===== src/rtl/alu_seq_pkg.sv =====
// Shared op codes, FSM state type and op classification helpers for alu_seq.
package alu_seq_pkg;

    localparam logic [3:0] ALU_AND     = 4'd0;
    localparam logic [3:0] ALU_OR      = 4'd1;
    localparam logic [3:0] ALU_ADD     = 4'd2;
    localparam logic [3:0] ALU_SUB     = 4'd3;
    localparam logic [3:0] ALU_SLT     = 4'd4;
    localparam logic [3:0] ALU_SLTU    = 4'd5;
    localparam logic [3:0] ALU_BNEZ    = 4'd6;
    localparam logic [3:0] ALU_SLL     = 4'd7;
    localparam logic [3:0] ALU_SLLV    = 4'd8;
    localparam logic [3:0] ALU_LUI     = 4'd9;
    localparam logic [3:0] ALU_ORI     = 4'd10;
    localparam logic [3:0] ALU_MULT    = 4'd11;
    localparam logic [3:0] ALU_PC_ADD4 = 4'd12;
    localparam logic [3:0] ALU_MULTU   = 4'd13;
    localparam logic [3:0] ALU_DIV     = 4'd14;
    localparam logic [3:0] ALU_DIVU    = 4'd15;

    typedef enum logic {IDLE = 1'b0, CALC = 1'b1} state_t;

    function automatic logic is_iter_op(input logic [3:0] op);
        return (op == ALU_MULT) || (op == ALU_MULTU) || (op == ALU_DIV) || (op == ALU_DIVU);
    endfunction

    function automatic logic is_signed_op(input logic [3:0] op);
        return (op == ALU_MULT) || (op == ALU_DIV);
    endfunction

endpackage


===== src/rtl/alu_seq_if.sv =====
// Request/result bundle between the execute-stage control and alu_seq.
interface alu_seq_if #(parameter int WIDTH = 32);
    localparam int SHW = $clog2(WIDTH);

    logic             start_i;
    logic [3:0]       ctrl_i;
    logic [WIDTH-1:0] src1_i;
    logic [WIDTH-1:0] src2_i;
    logic [SHW-1:0]   shamt_i;
    logic [WIDTH-1:0] pc_add4_i;
    logic [WIDTH-1:0] result_o;
    logic [WIDTH-1:0] hi_o;
    logic             zero_o;
    logic             busy_o;
    logic             done_o;
    logic             div_by_zero_o;

    modport master (
        output start_i, ctrl_i, src1_i, src2_i, shamt_i, pc_add4_i,
        input  result_o, hi_o, zero_o, busy_o, done_o, div_by_zero_o
    );

    modport slave (
        input  start_i, ctrl_i, src1_i, src2_i, shamt_i, pc_add4_i,
        output result_o, hi_o, zero_o, busy_o, done_o, div_by_zero_o
    );
endinterface


===== src/rtl/alu_seq_muldiv.sv =====
// Iterative unsigned shift-add multiplier / restoring divider on operand magnitudes,
// with the sign fix-up applied to the final step's value so the FSM can register it directly.
module seq_muldiv #(parameter int WIDTH = 32) (
    input  logic             clk_i,
    input  logic             rst_i,
    input  logic             load,
    input  logic             step,
    input  logic             finish,
    input  logic             mul_op,
    input  logic             neg_x,
    input  logic             neg_r,
    input  logic [WIDTH-1:0] a_mag,
    input  logic [WIDTH-1:0] b_mag,
    output logic             last,
    output logic [WIDTH-1:0] res_lo,
    output logic [WIDTH-1:0] res_hi
);
    localparam int CW = $clog2(WIDTH);

    // hi_q: product high half / partial remainder; lo_q: multiplier / dividend-then-quotient
    logic [WIDTH-1:0] hi_q, lo_q, b_q;
    logic [CW-1:0]    count;
    logic             mul_q, neg_x_q, neg_r_q;

    logic [WIDTH:0]     sum, shifted, diff;
    logic [WIDTH-1:0]   nxt_hi, nxt_lo;
    logic [2*WIDTH-1:0] prod;

    always_comb begin
        sum     = {1'b0, hi_q} + (lo_q[0] ? {1'b0, b_q} : '0);
        shifted = {hi_q, lo_q[WIDTH-1]};
        diff    = shifted - {1'b0, b_q};
        if (mul_q) begin
            nxt_hi = sum[WIDTH:1];
            nxt_lo = {sum[0], lo_q[WIDTH-1:1]};
        end else if (!diff[WIDTH]) begin
            nxt_hi = diff[WIDTH-1:0];
            nxt_lo = {lo_q[WIDTH-2:0], 1'b1};
        end else begin
            nxt_hi = shifted[WIDTH-1:0];
            nxt_lo = {lo_q[WIDTH-2:0], 1'b0};
        end
        prod = {nxt_hi, nxt_lo};
        if (neg_x_q)
            prod = -prod;
        if (mul_q) begin
            res_lo = prod[WIDTH-1:0];
            res_hi = prod[2*WIDTH-1:WIDTH];
        end else begin
            res_lo = neg_x_q ? -nxt_lo : nxt_lo;
            res_hi = neg_r_q ? -nxt_hi : nxt_hi;
        end
        last = (count == CW'(WIDTH - 1));
    end

    always_ff @(posedge clk_i or posedge rst_i) begin
        if (rst_i) begin
            hi_q    <= '0;
            lo_q    <= '0;
            b_q     <= '0;
            count   <= '0;
            mul_q   <= 1'b0;
            neg_x_q <= 1'b0;
            neg_r_q <= 1'b0;
        end else if (load) begin
            hi_q    <= '0;
            lo_q    <= a_mag;
            b_q     <= b_mag;
            count   <= '0;
            mul_q   <= mul_op;
            neg_x_q <= neg_x;
            neg_r_q <= neg_r;
        end else if (step) begin
            hi_q  <= nxt_hi;
            lo_q  <= nxt_lo;
            count <= finish ? '0 : count + 1'b1;
        end
    end
endmodule


===== src/rtl/alu_seq.sv =====
// Multi-cycle execute-stage ALU: single-cycle ops inline, mul/div delegated to seq_muldiv.
//   state | meaning
//   IDLE  | accepts start_i; single-cycle ops and divide-by-zero complete here
//   CALC  | one mul/div iteration per clock, writes HI/LO on the last one
module alu_seq
    import alu_seq_pkg::*;
#(
    parameter int WIDTH = 32
) (
    input logic     clk_i,
    input logic     rst_i,
    alu_seq_if.slave bus
);
    localparam int SHW = $clog2(WIDTH);

    state_t           state;
    logic [WIDTH-1:0] result_q, hi_q;
    logic             busy_q, done_q, dbz_q;

    logic [WIDTH-1:0] single_res, a_mag, b_mag, md_lo, md_hi;
    logic             op_signed, div_zero, load, step, finish, last, mul_op, neg_x, neg_r;

    always_comb begin
        op_signed = is_signed_op(bus.ctrl_i);
        mul_op    = (bus.ctrl_i == ALU_MULT) || (bus.ctrl_i == ALU_MULTU);
        div_zero  = ((bus.ctrl_i == ALU_DIV) || (bus.ctrl_i == ALU_DIVU)) && (bus.src2_i == '0);
        load      = (state == IDLE) && bus.start_i && is_iter_op(bus.ctrl_i) && !div_zero;
        step      = (state == CALC);
        finish    = step && last;
        a_mag     = (op_signed && bus.src1_i[WIDTH-1]) ? -bus.src1_i : bus.src1_i;
        b_mag     = (op_signed && bus.src2_i[WIDTH-1]) ? -bus.src2_i : bus.src2_i;
        neg_x     = op_signed && (bus.src1_i[WIDTH-1] ^ bus.src2_i[WIDTH-1]);
        neg_r     = op_signed && bus.src1_i[WIDTH-1];
    end

    // default arm is only reached by divide-by-zero; other iterative codes always load
    always_comb begin
        case (bus.ctrl_i)
            ALU_AND:     single_res = bus.src1_i & bus.src2_i;
            ALU_OR:      single_res = bus.src1_i | bus.src2_i;
            ALU_ADD:     single_res = bus.src1_i + bus.src2_i;
            ALU_SUB:     single_res = bus.src1_i - bus.src2_i;
            ALU_SLT:     single_res = WIDTH'($signed(bus.src1_i) < $signed(bus.src2_i));
            ALU_SLTU:    single_res = WIDTH'(bus.src1_i < bus.src2_i);
            ALU_BNEZ:    single_res = bus.src1_i;
            ALU_SLL:     single_res = bus.src2_i << bus.shamt_i;
            ALU_SLLV:    single_res = bus.src2_i << bus.src1_i[SHW-1:0];
            ALU_LUI:     single_res = WIDTH'({bus.src2_i[15:0], 16'h0000});
            ALU_ORI:     single_res = bus.src1_i | WIDTH'(bus.src2_i[15:0]);
            ALU_PC_ADD4: single_res = bus.pc_add4_i;
            default:     single_res = '1;
        endcase
    end

    seq_muldiv #(.WIDTH(WIDTH)) u_muldiv (
        .clk_i  (clk_i),
        .rst_i  (rst_i),
        .load   (load),
        .step   (step),
        .finish (finish),
        .mul_op (mul_op),
        .neg_x  (neg_x),
        .neg_r  (neg_r),
        .a_mag  (a_mag),
        .b_mag  (b_mag),
        .last   (last),
        .res_lo (md_lo),
        .res_hi (md_hi)
    );

    always_ff @(posedge clk_i or posedge rst_i) begin
        if (rst_i) begin
            state    <= IDLE;
            result_q <= '0;
            hi_q     <= '0;
            busy_q   <= 1'b0;
            done_q   <= 1'b0;
            dbz_q    <= 1'b0;
        end else begin
            done_q <= 1'b0;
            case (state)
                IDLE: begin
                    if (load) begin
                        state  <= CALC;
                        busy_q <= 1'b1;
                    end else if (bus.start_i) begin
                        result_q <= single_res;
                        done_q   <= 1'b1;
                        dbz_q    <= div_zero;
                        if (div_zero)
                            hi_q <= bus.src1_i;
                    end
                end
                CALC: begin
                    if (last) begin
                        state    <= IDLE;
                        result_q <= md_lo;
                        hi_q     <= md_hi;
                        busy_q   <= 1'b0;
                        done_q   <= 1'b1;
                        dbz_q    <= 1'b0;
                    end
                end
                default: state <= IDLE;
            endcase
        end
    end

    assign bus.result_o      = result_q;
    assign bus.hi_o          = hi_q;
    assign bus.zero_o        = (result_q == '0);
    assign bus.busy_o        = busy_q;
    assign bus.done_o        = done_q;
    assign bus.div_by_zero_o = dbz_q;
endmodule


===== src/flat_wrapper.sv =====
// flat-port wrapper written by rule: the top's interface ports become plain ports
module alu_seq_flat import alu_seq_pkg::*;
#(
    parameter int WIDTH = 32
)
  (clk_i, rst_i, bus_start_i, bus_ctrl_i, bus_src1_i, bus_src2_i, bus_shamt_i, bus_pc_add4_i, bus_result_o, bus_hi_o, bus_zero_o, bus_busy_o, bus_done_o, bus_div_by_zero_o);
  alu_seq_if #(.WIDTH(WIDTH)) bus_i ();
  input logic clk_i;
  input logic rst_i;
  input wire logic [$bits(bus_i.start_i)-1:0] bus_start_i;
  input wire logic [$bits(bus_i.ctrl_i)-1:0] bus_ctrl_i;
  input wire logic [$bits(bus_i.src1_i)-1:0] bus_src1_i;
  input wire logic [$bits(bus_i.src2_i)-1:0] bus_src2_i;
  input wire logic [$bits(bus_i.shamt_i)-1:0] bus_shamt_i;
  input wire logic [$bits(bus_i.pc_add4_i)-1:0] bus_pc_add4_i;
  output wire logic [$bits(bus_i.result_o)-1:0] bus_result_o;
  output wire logic [$bits(bus_i.hi_o)-1:0] bus_hi_o;
  output wire logic [$bits(bus_i.zero_o)-1:0] bus_zero_o;
  output wire logic [$bits(bus_i.busy_o)-1:0] bus_busy_o;
  output wire logic [$bits(bus_i.done_o)-1:0] bus_done_o;
  output wire logic [$bits(bus_i.div_by_zero_o)-1:0] bus_div_by_zero_o;
  assign bus_i.start_i = bus_start_i;
  assign bus_i.ctrl_i = bus_ctrl_i;
  assign bus_i.src1_i = bus_src1_i;
  assign bus_i.src2_i = bus_src2_i;
  assign bus_i.shamt_i = bus_shamt_i;
  assign bus_i.pc_add4_i = bus_pc_add4_i;
  assign bus_result_o = bus_i.result_o;
  assign bus_hi_o = bus_i.hi_o;
  assign bus_zero_o = bus_i.zero_o;
  assign bus_busy_o = bus_i.busy_o;
  assign bus_done_o = bus_i.done_o;
  assign bus_div_by_zero_o = bus_i.div_by_zero_o;
  alu_seq #(.WIDTH(WIDTH)) u_core (.clk_i(clk_i), .rst_i(rst_i), .bus(bus_i));
endmodule

===== config.mk =====
export PLATFORM = sky130hd
export DESIGN_NAME = alu_seq_flat
export DESIGN_NICKNAME = d
export VERILOG_FILES = /design/src/rtl/alu_seq_pkg.sv /design/src/rtl/alu_seq_if.sv /design/src/rtl/alu_seq_muldiv.sv /design/src/rtl/alu_seq.sv /design/src/flat_wrapper.sv
export SDC_FILE = /design/constraint.sdc
export NUM_CORES = 1
export LEC_CHECK = 0
export BUFFER_PORTS_ARGS = -buffer_cell sky130_fd_sc_hd__buf_2
export CAP_MARGIN = 15
export CORE_MARGIN = 5
export CORE_UTILIZATION = 48
export DETAILED_ROUTE_END_ITERATION = 8
export PLACE_DENSITY = 0.7
export SLEW_MARGIN = 20
export SYNTH_ARGS = -nofsm -noshare
export SYNTH_HDL_FRONTEND = slang
export SYNTH_SLANG_ARGS = --single-unit

===== constraint.sdc =====
create_clock -name clk_i -period 6.2 [get_ports clk_i]
set_input_delay 0.62 -clock clk_i [delete_from_list [all_inputs] [get_ports clk_i]]
set_output_delay 0.62 -clock clk_i [all_outputs]
set_load 0.01 [all_outputs]

# Yosys cells after proc, flatten, opt, wreduce, memory -nomap -nowiden
# Cells that the tools add are included.
[totals] ff_bits=172 input_bits=108 wordCells=116
[classes] n_addsub=10 order_cmp=2 eq_ne=21 shifts=2 n_mux=42 n_bitwise=5 n_reduce_logical=21
[ops] operator="$mux W32" count=21
[ops] operator="$pmux W32 S12" count=1
[ops] operator="$neg A32 Y32" count=4
[ops] operator="$pmux W32 S2" count=2
[ops] operator="$logic_not A32 Y1" count=2
[ops] operator="$lt A32 B32 Y1" count=2
[ops] operator="$mux W64" count=1
[ops] operator="$neg A64 Y64" count=1
[ops] operator="$shl A32 B5 Y32" count=2
[ops] operator="$add A32 B33 Y33" count=1
[ops] operator="$sub A33 B32 Y33" count=1
[ops] operator="$add A32 B32 Y32" count=1
[ops] operator="$and A32 B32 Y32" count=1
[ops] operator="$eq A4 B4 Y1 const B" count=8
[ops] operator="$or A32 B16 Y32" count=1
[ops] operator="$or A32 B32 Y32" count=1
[ops] operator="$sub A32 B32 Y32" count=1
[ops] operator="$eq A4 B3 Y1 const B" count=4
[ops] operator="$mux W5" count=3
[ops] operator="$mux W1" count=10
[ops] operator="$eq A4 B2 Y1 const B" count=2
[ops] operator="$logic_and A1 B1 Y1" count=8
[ops] operator="$pmux W1 S2" count=4
[ops] operator="$ne A2 B2 Y1 const B" count=3
[ops] operator="other kinds (13)" count=18

# Depth between registers and ports, before layout
[logic_depth] depth_word=8 mapped_depth=24 ltp_nobuf=23

# Modules after synthesis
# From an unflattened synthesis, not the netlist that was laid out.
[hier_totals] cells_unflattened=3129 hier_area_um2=22922.0
[by_module_without_submodules] module="alu_seq" instances=1 cells_each=1635 area_per_inst_um2=11813.8
[by_module_without_submodules] module="seq_muldiv" instances=1 cells_each=1494 area_per_inst_um2=11108.2

# Worst setup path before layout
# Ideal clock, no wire load.
[synth_path] path_type="flip-flop to flip-flop" start="reg u_core.u_muldiv.lo_q[31]" end="reg u_core.hi_q[22], in the netlist u_core.bus.hi_o[22]" setup_time_ns=0.077 arrival_time_ns=5.301 required_ns=6.123 path_slack_ns=0.822 path_stages_with_launch=25 path_cell_list="dfrtp_1 inv_1 ha_1 inv_1 fa_1 a211oi_1 or3_4 nand3b_2 o211a_1 o2111ai_2 and2_1 clkbuf_1 ha_1 o21ai_1 or4_1 nand2b_1 nor2_1 nand3_1 or3_1 nor2b_1 clkbuf_1 o41ai_1 o21ai_1 xor2_1 a21oi_1"
[synth_between] elab_chain_cells=8 word_cells_on_any_way=12
[synth_lines] element="start: declaration" line_no="alu_seq_muldiv.sv:21" source="logic [WIDTH-1:0] hi_q, lo_q, b_q;"
[synth_lines] element="start signal: assignment" line_no="alu_seq_muldiv.sv:67" source="lo_q <= a_mag;"
[synth_lines] element="start signal: assignment" line_no="alu_seq_muldiv.sv:75" source="lo_q <= nxt_lo;"
[synth_lines] element="$sub A33 B32 Y33" line_no="alu_seq_muldiv.sv:32" source="diff = shifted - {1'b0, b_q};"
[synth_lines] element="$mux W1 or $mux W32 (tied branches)" line_no="alu_seq_muldiv.sv:36" source="end else if (!diff[WIDTH]) begin"
[synth_lines] element="$mux W32" line_no="alu_seq_muldiv.sv:33" source="if (mul_q) begin"
[synth_lines] element="$neg A64 Y64 or $neg A32 Y32 (tied branches)" line_no="alu_seq_muldiv.sv:45, alu_seq_muldiv.sv:51"
[synth_lines] element="$mux W64 or $mux W32 (tied branches)" line_no="alu_seq_muldiv.sv:44, alu_seq_muldiv.sv:51"
[synth_lines] element="$mux W32 (*)" line_no="alu_seq_muldiv.sv:46" source="if (mul_q) begin"
[synth_lines] element="$mux W32 (*)" line_no="alu_seq.sv:95" source="if (last) begin"
[synth_lines] element="$pmux W32 S2 (*)" line_no="alu_seq.sv:81" source="case (state)"
[synth_lines] element="end signal: assignment" line_no="alu_seq.sv:91" source="hi_q <= bus.src1_i;"
[synth_lines] element="end signal: assignment" line_no="alu_seq.sv:98" source="hi_q <= md_hi;"
[synth_lines] element="end: declaration" line_no="alu_seq.sv:17" source="logic [WIDTH-1:0] result_q, hi_q;"
# Every way passes the cells marked *; elsewhere a longest branch is shown, timed or not. The select of a mux whose other input is x is not followed.
# A chain may end at the register's enable or synchronous reset.

# Worst setup path in the final report
[layout_path] start="reg u_core.u_muldiv.lo_q[31]" end="reg u_core.hi_q[6], in the netlist u_core.bus.hi_o[6]"
# The elaborated chain is that of the path after synthesis.

==> results.sh <==
export IMPL_status="finished clean"
export IMPL_drtPass1Iterations=9
export IMPL_clk_path_buf_depth=2
export IMPL_path_clk_slew_ns=0.07
export IMPL_report_final_hold_viol_count=0
export IMPL_power_frac_comb_pct=74.5
export IMPL_r2r_setup_slack_ns=0.40
export IMPL_totalWireLength_microns=94900
export IMPL_htree_levels=4
export IMPL_nNetsFinal=3190
export IMPL_cp_cell_sequence="inv_1 > ha_1 > inv_1 > fa_1 > a211oi_1 > or3_4 > nand3b_2 > o211a_1 > o2111ai_2 > and2_1 > ha_1 > o21ai_1 > or4_1 > nand2b_1 > nor2_1 > nand3_1 > or3_1 > nor2b_1 > o41ai_1 > xnor2_1 > mux2i_1 > o21ai_0"
export IMPL_grt_overflow_total=0
export IMPL_endpoint_kind="flip-flop"
export IMPL_insertion_delay_ns=0.48
export IMPL_slew_headroom_pct=24.9
export IMPL_clock_sinks=172
export IMPL_ys_warnings_count=0
export IMPL_cts_setup_buffers=0
export IMPL_die_h_microns=221
export IMPL_syn_nets=3097
export IMPL_dp_hpwl_microns=74300
export IMPL_final_layout_size_suffix_gt1_share_pct=12.3
export IMPL_fin_ws_ns=0.404
export IMPL_crit_type="flip-flop to flip-flop"
export IMPL_dp_slack_ns=0.514
export IMPL_ant_nets=0
export IMPL_switchingPower_w=0.00784
export IMPL_numCtsBuffers=17
export IMPL_cp_num_buf_inv=2
export IMPL_cap_violations=0
export IMPL_crit_reg2reg_launch="u_core.u_muldiv.lo_q[31]"
export IMPL_p_sw_share_pct=55.9
export IMPL_syn_inst=2819
export IMPL_num_vias=23713
export IMPL_grt_antenna_before_repair=4
export IMPL_rows=77
export IMPL_viasPerCell=6.74
export IMPL_postCtsResizedCells=0
export IMPL_slowest_stage="o41ai_1"
export IMPL_critPathMaxStageDelay_ns=0.56
export IMPL_rsz0062_at_grt="no"
export IMPL_hold_class="input pin to async pin"
export IMPL_wl_per_cell_microns=27.0
export IMPL_drtIter0Drc=3569
export IMPL_grt_max_degree=88
export IMPL_irDropWorstVdd_mv=0.285
export IMPL_cts_tree="built"
export IMPL_ios=176
export IMPL_fin_skew_ns=0.0167
export IMPL_crit_path_max_fanout=8
export IMPL_path_delay_family="simple AND/OR/NAND/NOR gates"
export IMPL_p_int_w=0.00617
export IMPL_slew_violations=0
export IMPL_holdBufCountCts=0
export IMPL_worstPathRequired_ns=6.59
export IMPL_multi_input_area_sq_um=15900
export IMPL_ys_flop_type="dfrtp_1"
export IMPL_p_per_area_nw_per_um2=594
export IMPL_fin_crit_sh_pct=93.5
export IMPL_fp_coreArea_sq_um=44200
export IMPL_gr_usage_all_layers_pct=36.9
export IMPL_max_freq_ghz=0.173
export IMPL_grt_pass1_vias=22675
export IMPL_pwr_share_clk_pct=8.5
export IMPL_setup_violations=0
export IMPL_seq_area_sq_um=4310
export IMPL_synth_distinct_cells=96
export IMPL_synth_edf_count=0
export IMPL_grt_first_pass_wirelength_microns=141000
export IMPL_synthArstFlopShare_pct=100
export IMPL_dieArea_sq_um=48900
export IMPL_fp_dieW_microns=221
export IMPL_rr_endpoint="u_core.bus.hi_o[6]"
export IMPL_period_needed_ns=5.80
export IMPL_cts_root_buf="clkbuf_16"
export IMPL_ys_seq_elements=172
export IMPL_fillers=4253
export IMPL_rr_worst_depth=22
export IMPL_final_setup_tns_ns=0
export IMPL_p_seq_share_pct=17.0
export IMPL_critPathArrivalTime_ns=6.18
export IMPL_area_growth_pct=10.1
export IMPL_drc_errors=0
export IMPL_routabilityCongestion=1.08
export IMPL_setup_worst_path_start_class="flip-flop"
export IMPL_leakage_nw=10.2
export IMPL_worst_slew_pin_slew_ns=1.12
export IMPL_syn_area_sq_um=21400
export IMPL_seq_area_frac_synth_pct=20.1
export IMPL_start_util_pct=48.4
export IMPL_port_buffers=175
export IMPL_syn_avg_cell_area_sq_um=7.60
## kinds of logic after synthesis
family          count (synthesis)  share of synthesized area [%]
xor+xnor                      187                           7.65
simple gates                  899                           19.7
buf+inv                       321                           5.77
flops                         172                           20.1
fa+ha+maj                     170                           10.1
compound gates                932                           28.8
mux                           138                           7.89
## synthesized netlist by cell type, types with 22 or more instances
cell type  instances  area share [%]
nand2_1          350             6.1
o21ai_0          249             5.8
a21oi_1          211             4.9
nor2_1           190             3.3
dfrtp_1          172              20
ha_1             166             9.7
inv_1            159             2.8
xnor2_1          145             5.9
clkbuf_1         123             2.2
mux2i_1           99             4.6
nand3_1           78             1.8
nor3_1            54             1.3
o211ai_1          48             1.7
a21o_1            47             1.6
and2_1            47             1.4
xor2_1            42             1.7
a211oi_1          40             1.4
nor4_1            30            0.88
a31oi_1           28            0.82
o31ai_1           28            0.98
o21bai_1          25            0.88
nand2b_1          24            0.70
a221oi_1          23            0.94
mux4_2            23             2.4
nand4_1           22            0.64
## worst reg2reg max path, cell delays in order, from the launching register on
cell and delay, ns:
dfrtp_1 0.40, inv_1 0.08, ha_1 0.16, inv_1 0.05, fa_1 0.42, a211oi_1 0.27, or3_4 0.20, nand3b_2 0.21
o211a_1 0.35, o2111ai_2 0.28, and2_1 0.19, ha_1 0.16, o21ai_1 0.09, or4_1 0.53, nand2b_1 0.24, nor2_1 0.24
nand3_1 0.14, or3_1 0.39, nor2b_1 0.24, o41ai_1 0.56, xnor2_1 0.20, mux2i_1 0.10, o21ai_0 0.19
## flip-flops by register name (all words and copies together) (netlist names)
signal and flops:
u_core.u_muldiv.count 5, u_core.u_muldiv.mul_q 1, u_core.bus.done_o 1, u_core.u_muldiv.b_q 32
u_core.u_muldiv.lo_q 32, u_core.bus.hi_o 32, u_core.bus.result_o 32, u_core.bus.div_by_zero_o 1
u_core.u_muldiv.neg_r_q 1, u_core.u_muldiv.hi_q 32, u_core.u_muldiv.neg_x_q 1, u_core.bus.busy_o 1
u_core.state 1
## stage by stage
step	instances	hold slack (ns)	total power [W]	instance area [sq um]	utilization, %
after floorplan	2819	0.461	0.00921	21400	-
after global placement	3485	0.460	0.0123	22900	51.8
after detailed placement	3485	0.468	0.0124	22900	51.8
after CTS	3517	0.293	0.0137	23600	53.3
after global routing	3518	0.334	0.0148	23600	53.3
final	3520	0.252	0.0140	23600	53.3
## metal layers
metal / track usage, % / vias up / routed length (microns)
li1: - / 10536 / -
met1: 47.4 / 11288 / 35700
met2: 58.4 / 1586 / 42300
met3: 6.80 / 301 / 10400
met4: 20.9 / 2 / 6470
met5: 0 / - / 13
## cell usage in the layout (no fill, tap or decap), types with 20 or more instances in the layout
cell and instances:
a211oi_1 40, a21o_1 47, a21oi_1 210, a221oi_1 23, a22oi_1 20, a31oi_1 28, and2_1 47, buf_2 175
buf_4 59, dfrtp_1 170, ha_1 166, inv_1 158, mux2i_1 95, mux4_2 23, nand2_1 350, nand2b_1 24
nand3_1 77, nand4_1 22, nor2_1 188, nor3_1 53, nor4_1 29, o2111ai_1 21, o211ai_1 48, o21ai_0 248
o21bai_1 25, o31ai_1 28, xnor2_1 145, xor2_1 42
## area by class of cell
type | instances | share of cell area [%]
multi-input combinational | 2326 | 67.6
clock buffer | 17 | 1.80
clock inverter | 15 | 0.939
sequential | 172 | 18.3
tap | 592 | 3.14
antenna | 3 | 0.0318
inverter | 161 | 2.58
timing repair buffer | 234 | 5.59
## power by group through the flow
stage          Combinational [W]  Sequential (W)  Clock [W]
2_1_floorplan            0.00707         0.00214          0
3_3_place_gp             0.00995         0.00233          0
3_5_place_dp              0.0101         0.00236          0
4_1_cts                   0.0101         0.00234    0.00120
5_1_grt                   0.0112         0.00244    0.00124
6_report                  0.0104         0.00238    0.00120
## worst max-delay path by stage
stage	startpoint	endpoint	slack, ns	cells after the start
final	u_core.u_muldiv.lo_q[31]	u_core.bus.hi_o[6]	0.40	22
after global routing	u_core.u_muldiv.lo_q[31]	u_core.bus.hi_o[22]	0.05	22
after CTS	u_core.u_muldiv.lo_q[31]	u_core.bus.hi_o[22]	0.48	22
after detailed placement	u_core.u_muldiv.lo_q[31]	u_core.bus.hi_o[22]	0.51	22
after global placement	u_core.u_muldiv.lo_q[31]	u_core.bus.hi_o[22]	0.55	22
after floorplan	u_core.u_muldiv.lo_q[31]	u_core.bus.hi_o[22]	0.82	24
Power figures use the tool's default switching activity.
